==> src/rtl/spi_xfer_arbiter.sv <==
// Round-robin arbiter sharing one SPI master among NUM_REQ requesters.
// Each grant runs one fixed-length byte transfer, then returns the received byte.
module spi_xfer_arbiter #(
  parameter int unsigned NUM_REQ     = 4,
  parameter int unsigned DATA_W      = 8,
  parameter int unsigned SEL_W       = 2,
  parameter int unsigned XFER_CYCLES = 10,
  parameter int unsigned GAP_CYCLES  = 1
) (
  input  logic                        clk,
  input  logic                        Reset,
  input  logic [NUM_REQ-1:0]          req_valid,
  input  logic [NUM_REQ*SEL_W-1:0]    req_sel,
  input  logic [NUM_REQ*DATA_W-1:0]   req_data,
  output logic [NUM_REQ-1:0]          req_ready,
  output logic [NUM_REQ-1:0]          rsp_valid,
  output logic [DATA_W-1:0]           rsp_data,
  output logic                        busy,
  output logic [$clog2(NUM_REQ)-1:0]  grant_id,
  output logic                        spi_start,
  output logic [SEL_W-1:0]            spi_slave_select,
  output logic [DATA_W-1:0]           spi_tx_data,
  input  logic [DATA_W-1:0]           spi_rx_data
);

  localparam int unsigned ID_W    = $clog2(NUM_REQ);
  localparam int unsigned CNT_MAX = (XFER_CYCLES > GAP_CYCLES) ? XFER_CYCLES : GAP_CYCLES;
  localparam int unsigned CNT_W   = (CNT_MAX < 2) ? 1 : $clog2(CNT_MAX);

  localparam logic [2:0] S_IDLE    = 3'd0;
  localparam logic [2:0] S_START   = 3'd1;
  localparam logic [2:0] S_WAIT    = 3'd2;
  localparam logic [2:0] S_CAPTURE = 3'd3;
  localparam logic [2:0] S_GAP     = 3'd4;

  logic [2:0]        state;
  logic [CNT_W-1:0]  cnt;
  logic [ID_W-1:0]   ptr;
  logic [ID_W-1:0]   win;
  logic [ID_W-1:0]   cand;
  logic              found;
  logic [SEL_W-1:0]  win_sel;
  logic [DATA_W-1:0] win_data;

  // Search starts at ptr (last grant + 1) and wraps around.
  always_comb begin
    found = 1'b0;
    win   = '0;
    cand  = '0;
    for (int unsigned i = 0; i < NUM_REQ; i++) begin
      cand = ID_W'((32'(ptr) + i) % NUM_REQ);
      if (!found && req_valid[cand]) begin
        found = 1'b1;
        win   = cand;
      end
    end
  end

  always_comb begin
    win_sel  = '0;
    win_data = '0;
    for (int unsigned i = 0; i < NUM_REQ; i++) begin
      if (win == ID_W'(i)) begin
        win_sel  = req_sel[i*SEL_W +: SEL_W];
        win_data = req_data[i*DATA_W +: DATA_W];
      end
    end
  end

  // Gated by Reset so every output reads 0 while reset is held.
  assign req_ready = (Reset && state == S_IDLE && found) ? (NUM_REQ'(1) << win) : '0;
  assign spi_start = (state == S_START);
  assign busy      = (state != S_IDLE);

  always_ff @(posedge clk or negedge Reset) begin
    if (!Reset) begin
      state            <= S_IDLE;
      cnt              <= '0;
      ptr              <= '0;
      grant_id         <= '0;
      spi_slave_select <= '0;
      spi_tx_data      <= '0;
      rsp_data         <= '0;
      rsp_valid        <= '0;
    end else begin
      rsp_valid <= '0;
      case (state)
        S_IDLE: begin
          if (found) begin
            spi_slave_select <= win_sel;
            spi_tx_data      <= win_data;
            grant_id         <= win;
            ptr              <= (win == ID_W'(NUM_REQ - 1)) ? '0 : win + ID_W'(1);
            state            <= S_START;
          end
        end
        S_START: begin
          cnt   <= CNT_W'(XFER_CYCLES - 1);
          state <= S_WAIT;
        end
        S_WAIT: begin
          if (cnt == '0) state <= S_CAPTURE;
          else           cnt   <= cnt - CNT_W'(1);
        end
        S_CAPTURE: begin
          rsp_data  <= spi_rx_data;
          rsp_valid <= NUM_REQ'(1) << grant_id;
          if (GAP_CYCLES == 0) begin
            state <= S_IDLE;
          end else begin
            cnt   <= CNT_W'(GAP_CYCLES - 1);
            state <= S_GAP;
          end
        end
        S_GAP: begin
          if (cnt == '0) state <= S_IDLE;
          else           cnt   <= cnt - CNT_W'(1);
        end
        default: state <= S_IDLE;
      endcase
    end
  end

endmodule

==> config.mk <==
export PLATFORM = sky130hd
export DESIGN_NAME = spi_xfer_arbiter
export DESIGN_NICKNAME = d
export VERILOG_FILES = /design/src/rtl/spi_xfer_arbiter.sv
export SDC_FILE = /design/constraint.sdc
export NUM_CORES = 1
export LEC_CHECK = 0
export CELL_PAD_IN_SITES_DETAIL_PLACEMENT = 2
export CELL_PAD_IN_SITES_GLOBAL_PLACEMENT = 2
export CORE_MARGIN = 5
export CORE_UTILIZATION = 25
export DETAILED_ROUTE_END_ITERATION = 10
export PLACE_DENSITY = 0.79
export SYNTH_ARGS = -nofsm -noshare
export SYNTH_HDL_FRONTEND = slang
export SYNTH_SLANG_ARGS = --single-unit
==> constraint.sdc <==
create_clock -name clk -period 2.4 [get_ports clk]
set_input_delay 0.48 -clock clk [delete_from_list [all_inputs] [get_ports clk]]
set_output_delay 0.48 -clock clk [all_outputs]
set_load 0.01 [all_outputs]
==> metrics list, run 1 <==
- For this configuration, the core starts out at a cell density of 0.2517.
* Buffers plus inverters on the worst setup path: 2
- Via count of the first global-routing pass: 2227
- Largest net degree at the start of global routing: 29
* Layout Area Growth over Synthesis: 60.50%
- Synth unique cells: 48
- DIE HEIGHT: 100.3 um
* Mean post-synth cell area: 9.985 um^2
- Buffer cell driving the clock tree root: sky130_fd_sc_hd__clkbuf_8
- In this run the tightest slew margin relative to its limit is 0.6501.
- Number of antenna violations at the first check in global routing: 0
- The number of max-slew violations in the final report was 0.
- Switching pwr: 1.659 mW
* Setup repair after global routing missed its margin: true
* Proportion of power drawn by the clock network: 0.106
- TritonCTS Buffers: 5
- After synthesis the netlist holds a flip-flop and latch count of 33.
- After clock tree synthesis, the clock-pin slew on the worst setup and hold paths is 0.07 ns.
- Number of diodes added for antenna fixing: 0
- Setup total negative slack on the finished layout was measured at 0 ns.
* Crit share post-route: 0.9667
* Post-synth net total: 264
* Final Worst Setup Slack: 0.08000 ns
- During synthesis, Yosys emitted a total of 0 warnings.
- The tool flagged a number of max-cap violations equal to 0.
* Number of flops mapped to enable cells by yosys: 0
- Grouping stages by cell kind, the critical path spends the most delay in compound AO/OA/AOI/OAI gates.
- Maximum resistive drop on vdd: 0.3689 mV
- The worst setup path is launched from a flop.
- The routed design has 7441 um of wire.
- Final RePlAce weighted congestion: 0.7323
* Portion of synthesized cell area occupied by the leading cell type: 0.4054
* Leak pwr: 1.356 nW
- Run status: finished clean
* Net switching share of the total power: 0.4192
- Final Critical Period: 2.320 ns
- After synthesis the cells add up to 0.002037 mm^2.
- Final hold violation count: 0
- The first detailed-routing pass ran for 4 iterations.
- Fraction of the mapped netlist area in adder cells: 0.04177
* TritonCTS clock tree: built
* Filler-free cell count of the finished design: 410
- Total of buffers placed on input and output ports: 83
* Highest cell delay on the worst timing path: 0.41 ns
- Gate Count Post-Synth: 204
- Final setup vio count: 0
* Multiplexer share of the synthesized area: 0.04914
* Clock buffer depth: 2
- Number of nets in the final layout: 364
- The count of nets left with antenna violations once routing finished came out at 0.
- Xor and xnor fraction of the mapped netlist area: 0.004300
- Counting buffers and inverters, the worst setup path is 7 cells deep.
- Global routing usage summed across all routing layers: 0.1511
* Fraction of layout instances using a drive strength above 1: 0.2590
- In this run the worst hold path is classified as in -> async.
* Flop-to-flop setup slack: 0.15 ns
* Cell internal pwr: 2.299 mW
- STA puts the critical path data required time at 1.92 ns.
* Final core utilization: 0.4040
* Combinational family with the most area after synthesis: compound AO/OA/AOI/OAI gates
- Std-Cell Rows: 33
- Cell with the biggest individual delay on the critical path: sky130_fd_sc_hd__dfrtp_2
* Number of DRC violations after detailed-routing iteration 0: 50
- CTS saw 33 sinks.
- The share of total power dissipated in sequential elements is 0.267.
* Worst setup path class: reg -> out
- Area of the core region: 0.008093 mm^2
* Average routed wire per standard cell: 18.15 um
- In this run the power density over the cells is 1211 mW/mm^2.
* Post-placement setup slack: -0.7197 ns
- Summed over all layers, the global routing overflow is 0.
* Area enclosed by the die boundary: 0.01005 mm^2
- First-pass GRT wire length: 12010 um
- For the final database, setup skew stands at 0.008549 ns.
- Fraction of the mapped netlist area in compound gates: 0.2248
- Combinational group share of total power: 0.627
- At the worst endpoint, the arrival time is 1.84 ns.
* Biggest area consumer among synthesized cells: sky130_fd_sc_hd__dfrtp_1
* Worst Max-Slew Pin Slew: 0.5236 ns
- After clock tree synthesis, the flow added hold-fix buffers numbering 0.
* Dpl cells: 400
- Chip Width: 100.3 um
- After detailed routing, the number of vias per cell comes to 4.768.
* Detailed-placement wirelength estimate: 5590 um
- STA classifies the critical path endpoint as an output pin.
- Cell-by-cell trace of the critical path: a21oi_1, o21a_1, o22ai_2, inv_1, ha_1, and3_1, buf_2
- Leading post-synthesis cells by cell area: sky130_fd_sc_hd__dfrtp_1 (41%), sky130_fd_sc_hd__nor2_4 (5.0%), sky130_fd_sc_hd__a221oi_1 (4.7%)
- For the worst flop-to-flop path, the logic depth is 12.
- Biggest fanout along the worst timing path: 5
- For this run, the register share of the synthesized area comes to 0.4054.
- The final route contains 1955 vias.
* IO Pins: 84
- In the routed design, unresolved DRC markers number 0.
- Timing would allow up to 431.0 MHz.
- The later pin in the worst-skew pair is clocked with a latency of 0.29 ns.
* Design Power: 3.958 mW
* Most used flip-flop cell after synthesis: sky130_fd_sc_hd__dfrtp_1
- The H-tree generated during clock tree synthesis spans 2 levels.
* Share of synthesized flip-flops with an asynchronous set or reset: 1.000
- Of the total synthesized cell area, the portion taken by AND, OR, NAND and NOR gates is 0.1996.
-- cells in the mapped netlist (6+ instances only) --
master                     count
sky130_fd_sc_hd__nor2_1        8
sky130_fd_sc_hd__inv_1        17
sky130_fd_sc_hd__ha_1          6
sky130_fd_sc_hd__a211o_1      10
sky130_fd_sc_hd__nand2_1       6
sky130_fd_sc_hd__a21oi_1      15
sky130_fd_sc_hd__mux2_1        8
sky130_fd_sc_hd__nor2_4        9
sky130_fd_sc_hd__a21oi_2      10
sky130_fd_sc_hd__a221oi_1     11
sky130_fd_sc_hd__dfrtp_1      33
-- power by group through the flow --
stage	clock [mW]	combinational, mW	sequential [mW]
after floorplan	0	1.32	1.11
after global placement	0	2.29	1.05
after detailed placement	0	2.39	1.07
after CTS	0.438	2.46	1.06
after global routing	0.461	2.70	1.10
final	0.421	2.48	1.06
-- path summary, 6_finish.rpt --
check / startpoint / to
setup / recovery: ptr[1] / req_ready[3]
hold / removal: Reset / spi_tx_data[6]
setup reg to reg: ptr[1] / spi_tx_data[4]
hold reg to reg: rsp_data[2] / rsp_data[2]
max in group asynchronous: Reset / ptr[1]
min in group clk: rsp_data[2] / rsp_data[2]
-- worst reg2reg max path, cell delays in order (launching register included) --
cell,delay (ns)
sky130_fd_sc_hd__dfrtp_2,0.44
sky130_fd_sc_hd__nand2b_1,0.17
sky130_fd_sc_hd__a21oi_2,0.15
sky130_fd_sc_hd__nor3_2,0.06
sky130_fd_sc_hd__buf_4,0.15
sky130_fd_sc_hd__buf_6,0.12
sky130_fd_sc_hd__ha_4,0.15
sky130_fd_sc_hd__buf_6,0.15
sky130_fd_sc_hd__nor2b_2,0.13
sky130_fd_sc_hd__buf_4,0.15
sky130_fd_sc_hd__a221oi_1,0.08
sky130_fd_sc_hd__a211o_1,0.30
sky130_fd_sc_hd__a21oi_1,0.14
-- metrics by stage --
step                hold WS, ns  instance area, um^2
floorplan                0.1844                 2037
global placement         0.3449                 3083
detailed placement       0.3443                 3083
CTS                     0.03549                 3226
global route            0.03918                 3269
finish                  0.04227                 3269
-- logic make-up (layout without fill, tap and decap cells) --
kind of cell             Yosys count  in the layout
buffers and inverters             31            132
AND/OR/NAND/NOR                   61             61
XOR/XNOR                           1              1
adder cells (fa/ha/maj)            7              7
flip-flops                        33             33
multiplexers                       9              9
AO/OA/AOI/OAI                     62             62
-- flip-flops by register name, indices dropped and copies added (netlist names) --
signal,count
cnt,4
grant_id,2
ptr,2
state,3
spi_tx_data,8
rsp_valid,4
rsp_data,8
spi_slave_select,2
-- cell type report --
type                       instances  area (um^2)
fill                             885         4823
multi-input combinational        140         1151
timing repair buffer             107         1010
sequential                        33        827.0
tap                              105        131.4
clock buffer                       5        68.82
inverter                          17        63.81
clock inverter                     3        17.52
-- per-layer routing --
| metal | up-vias | track usage | wire length [um] |
|---|---|---|---|
| li1 | 941 | - | - |
| met1 | 958 | 0.1753 | 2984 |
| met2 | 43 | 0.2798 | 4014 |
| met3 | 13 | 0.02293 | 256 |
| met4 | 0 | 0.05285 | 186 |
| met5 | - | 0 | 0 |
-- placed cells by master (no fill, tap or decap), types with 3 or more instances in the layout --
| cell | instances |
|---|---|
| sky130_fd_sc_hd__clkdlybuf4s50_1 | 74 |
| sky130_fd_sc_hd__dfrtp_1 | 32 |
| sky130_fd_sc_hd__buf_4 | 21 |
| sky130_fd_sc_hd__inv_1 | 16 |
| sky130_fd_sc_hd__a21oi_1 | 14 |
| sky130_fd_sc_hd__a21oi_2 | 11 |
| sky130_fd_sc_hd__a211o_1 | 10 |
| sky130_fd_sc_hd__nor2_4 | 9 |
| sky130_fd_sc_hd__nor2_1 | 8 |
| sky130_fd_sc_hd__mux2_1 | 8 |
| sky130_fd_sc_hd__nand2_1 | 6 |
| sky130_fd_sc_hd__a221oi_2 | 6 |
| sky130_fd_sc_hd__nor3b_1 | 5 |
| sky130_fd_sc_hd__a221oi_1 | 5 |
| sky130_fd_sc_hd__nand3_1 | 5 |
| sky130_fd_sc_hd__clkbuf_8 | 5 |
| sky130_fd_sc_hd__nor3_1 | 4 |
| sky130_fd_sc_hd__nor2b_1 | 4 |
| sky130_fd_sc_hd__buf_6 | 4 |
| sky130_fd_sc_hd__o21ai_0 | 3 |
| sky130_fd_sc_hd__ha_1 | 3 |
| sky130_fd_sc_hd__buf_2 | 3 |
| sky130_fd_sc_hd__dlygate4sd2_1 | 3 |
-- repair_timing --
| item | CTS | global route |
|---|---|---|
| pin swaps | 5 | 1 |
| resized for setup | 35 | 11 |
| buffers inserted | 2 | 0 |
| endpoints found under the setup margin | 14 | 14 |
(Power assumes the default switching activity.)
==> run 2: changes to the inputs <==
==> constraint.sdc (replaced) <==
create_clock -name clk -period 2.49 [get_ports clk]
set_input_delay 0.498 -clock clk [delete_from_list [all_inputs] [get_ports clk]]
set_output_delay 0.498 -clock clk [all_outputs]
set_load 0.01 [all_outputs]
==> run 2 against run 1 <==
  * Combinational power is 10% lower
  * First-iteration DRC count up 40%
  * Count of clock-buffer cells in the layout unchanged
  * Cell area down 3.4%
  * Setup slack better by 0.075 ns
  * Clock power fell by 4%
  * Flip-flop and latch count did not move
  * Sequential power decreased by 4%
  * Utilization shrank 1.4 points
  * Largest cell class unchanged
  * Highest routed layer unchanged
==> metrics list, run 2 (synthesis results as in run 1) <==
- Run status: finished clean
- The number of levels in the clock H-tree came to 2 (unchanged).
- The total instance count after detailed placement was 398 (-0.50%).
* DIE HEIGHT: 100.3 um (unchanged)
- The min-delay analysis places its worst path in the category in -> async.
* Buffer cell driving the clock tree root: sky130_fd_sc_hd__clkbuf_8
- The minimum setup slack after placement was -0.6675 ns (+0.05217 ns).
- Fill cell total of the finished layout: 895 (+1.1%)
* Final Critical Period: 2.335 ns
- Clk_lat worst skew: 0.28 ns (about the same)
* TritonCTS Buffers: 5 (unchanged)
- Number of hold buffers added after CTS: 0 (unchanged)
- The worst setup path is launched from a flop.
* Number of nets in the final layout: 361 (-0.82%)
* Std-Cell Rows: 33 (unchanged)
- The final worst-path setup slack was 0.1550 ns (+0.07500 ns).
* Buffers plus inverters on the worst setup path: 3 (+1)
* Slew HR: 0.6494 (about the same)
- The number of failing setup endpoints in the final timing report came to 0 (unchanged).
* Drt via density: 4.801 (+0.69%)
- The boundary pin count came to 84 (unchanged).
- The largest registers in the layout are rsp_data x8, spi_tx_data x8.
* Hold_ws: 0.06208 ns (+0.01981 ns)
* Cell with the biggest individual delay on the critical path: sky130_fd_sc_hd__dfrtp_2
- Number of antenna violations at the first check in global routing: 0 (unchanged)
* Fraction of layout instances using a drive strength above 1: 0.2219 (-0.03716)
- Critical Path End Type: output pin
- Crit share post-route: 0.9377
* Total power divided by cell area: 1156 mW/mm^2 (-4.5%)
- The number of nets with antenna violations after detailed routing was 0 (unchanged).
- Leak pwr: 1.325 nW (-2.3%)
- Total of buffers placed on input and output ports: 83 (unchanged)
- Leaving out fill and tap cells, the most frequent cell in the layout is sky130_fd_sc_hd__clkdlybuf4s50_1.
- The setup path with the least slack is of type reg -> out.
- Biggest fanout along the worst timing path: 6 (+1)
* Number of DRC violations after detailed-routing iteration 0: 70 (+40%)
- The global placement routability congestion came to 0.7342 (+0.26%).
- The combined global-route utilization of all metal layers is 0.1382 (-0.01296).
* Clock slew at the register clock pins of the worst setup and hold paths: 0.07 ns (about the same)
* Final hold violation count: 0 (unchanged)
- The overflow left after global routing was 0 (unchanged).
* Initial Util: 0.2517 (unchanged)
- Filler-free cell count of the finished design: 407 (-0.73%)
- The arrival time at the worst endpoint is 1.84 ns (about the same).
* Chip Width: 100.3 um (unchanged)
- The number of maximum-capacitance constraint violations was 0 (unchanged).
* Number of diodes added for antenna fixing: 0 (unchanged)
- Detailed-placement wirelength estimate: 5466 um (-2.2%)
* Maximum resistive drop on vdd: 0.3363 mV (-8.8%)
* Number of clock sinks seen by CTS: 33 (unchanged)
- Layout Area Growth over Synthesis: 54.98%
* Cell-by-cell trace of the critical path: mux2i_1, nor2_1, nor3_2, buf_4, inv_1, ha_1, and3_1, buf_2
* Design Power: 3.649 mW (-7.8%)
- The instance area at placement was 0.003055 mm^2 (-0.89%).
- TritonCTS built the clock tree.
* Clock buffer depth: 2 (unchanged)
- Largest net degree at the start of global routing: 29 (unchanged)
- The final non-filler cell area was 0.003157 mm^2 (-3.4%).
- On the critical path the largest part of the delay comes from flip-flops.
* Final-report max-slew violation count: 0 (unchanged)
- First-pass GRT wire length: 11180 um (-6.9%)
* Wire length after detailed routing: 6892 um (-7.4%)
- Area of the core region: 0.008093 mm^2 (unchanged)
- The final setup skew is 0.003559 ns (-0.004990 ns).
- Leaving out fill and tap cells, the most frequent cells in the layout are sky130_fd_sc_hd__clkdlybuf4s50_1 (74), sky130_fd_sc_hd__dfrtp_1 (32), sky130_fd_sc_hd__buf_4 (21), sky130_fd_sc_hd__inv_1 (16), sky130_fd_sc_hd__a21oi_1 (13).
- Timing would allow up to 428.3 MHz.
- Worst Max-Slew Pin Slew: 0.5246 ns (+0.0009566 ns)
- The per-cell routed wire length came to 16.93 um (-6.7%).
- The longest individual stage delay on the worst path is 0.43 ns (+0.02 ns).
* Total DRC errors in the routed layout: 0 (unchanged)
* Data required time of the worst path: 1.99 ns (+0.07 ns)
- The area of the die is 0.01005 mm^2 (unchanged).
- The number of detailed-route iterations in the first pass was 4 (unchanged).
- Via count of the first global-routing pass: 2139 (-4.0%)
- The number of vias in the routed layout was 1954 (-0.051%).
[run 2: cell count changes in the layout (fill, tap and decap cells not counted), moves of 2 or more]
cell                       previous run  this run
sky130_fd_sc_hd__a221oi_1             5        10
sky130_fd_sc_hd__a221oi_2             6         1
sky130_fd_sc_hd__and3_1               2         4
sky130_fd_sc_hd__and3_4               2         0
sky130_fd_sc_hd__buf_2                3         5
sky130_fd_sc_hd__buf_6                4         0
sky130_fd_sc_hd__ha_1                 3         5
sky130_fd_sc_hd__ha_4                 2         0
[run 2: final timing paths]
check,startpoint,to,slack (ns),depth (start not counted)
max,ptr[1],req_ready[2],0.16,8
min,Reset,spi_tx_data[3],0.06,1
max reg2reg,ptr[1],spi_tx_data[0],0.21,11
min reg2reg,rsp_data[6],rsp_data[6],0.50,1
max in group asynchronous,Reset,ptr[1],1.78,2
min in group clk,rsp_data[6],rsp_data[6],0.50,1
[run 2: routing by layer]
layer,up-vias,global-route usage,share of wire
met5,-,0,0
met4,0,0.04870,0.025
met3,10,0.02154,0.041
met2,42,0.2452,0.53
met1,969,0.1687,0.41
li1,933,-,-
[run 2: timing repair]
| item | in CTS | in global routing |
|---|---|---|
| setup buffers | 0 | 1 |
| endpoints found under the setup margin | 14 | 14 |
| cloned | 0 | 0 |
| pin swaps | 1 | 0 |
| gates resized for setup | 23 | 8 |
[run 2: metrics by stage]
step | setup TNS, ns | util
after floorplan | 0 | -
after global placement | -5.596 | 0.3776
after detailed placement | -7.320 | 0.3776
after CTS | 0 | 0.3862
after global routing | -0.003066 | 0.3901
final | 0 | 0.3901
[run 2: layout make-up]
cell class | instances | area [um^2] | area share
inverters | 17 | 63.81 | 0.02021
well taps | 105 | 131.4 | 0.04162
clock buffers | 5 | 68.82 | 0.02180
clock inverters | 3 | 17.52 | 0.005549
flip-flops and latches | 33 | 827.0 | 0.2620
multi-input cells | 140 | 1094 | 0.3464
repair buffers | 104 | 954.7 | 0.3024
[run 2: report_power, final]
group / internal (mW) / total, mW / switching, mW
registers: 0.790 / 1.02 / 0.229
logic: 1.14 / 2.23 / 1.08
clock network: 0.193 / 0.403 / 0.210
[run 2: worst register-to-register path, cell delays in order (launching register included)]
cell                       delay [ns]
sky130_fd_sc_hd__dfrtp_2         0.46
sky130_fd_sc_hd__a21oi_2         0.15
sky130_fd_sc_hd__o21a_1          0.16
sky130_fd_sc_hd__o22ai_4         0.10
sky130_fd_sc_hd__buf_4           0.15
sky130_fd_sc_hd__ha_1            0.18
sky130_fd_sc_hd__buf_4           0.18
sky130_fd_sc_hd__nor2b_1         0.15
sky130_fd_sc_hd__buf_4           0.17
sky130_fd_sc_hd__a221oi_1        0.08
sky130_fd_sc_hd__a211o_1         0.30
sky130_fd_sc_hd__a21oi_2         0.12
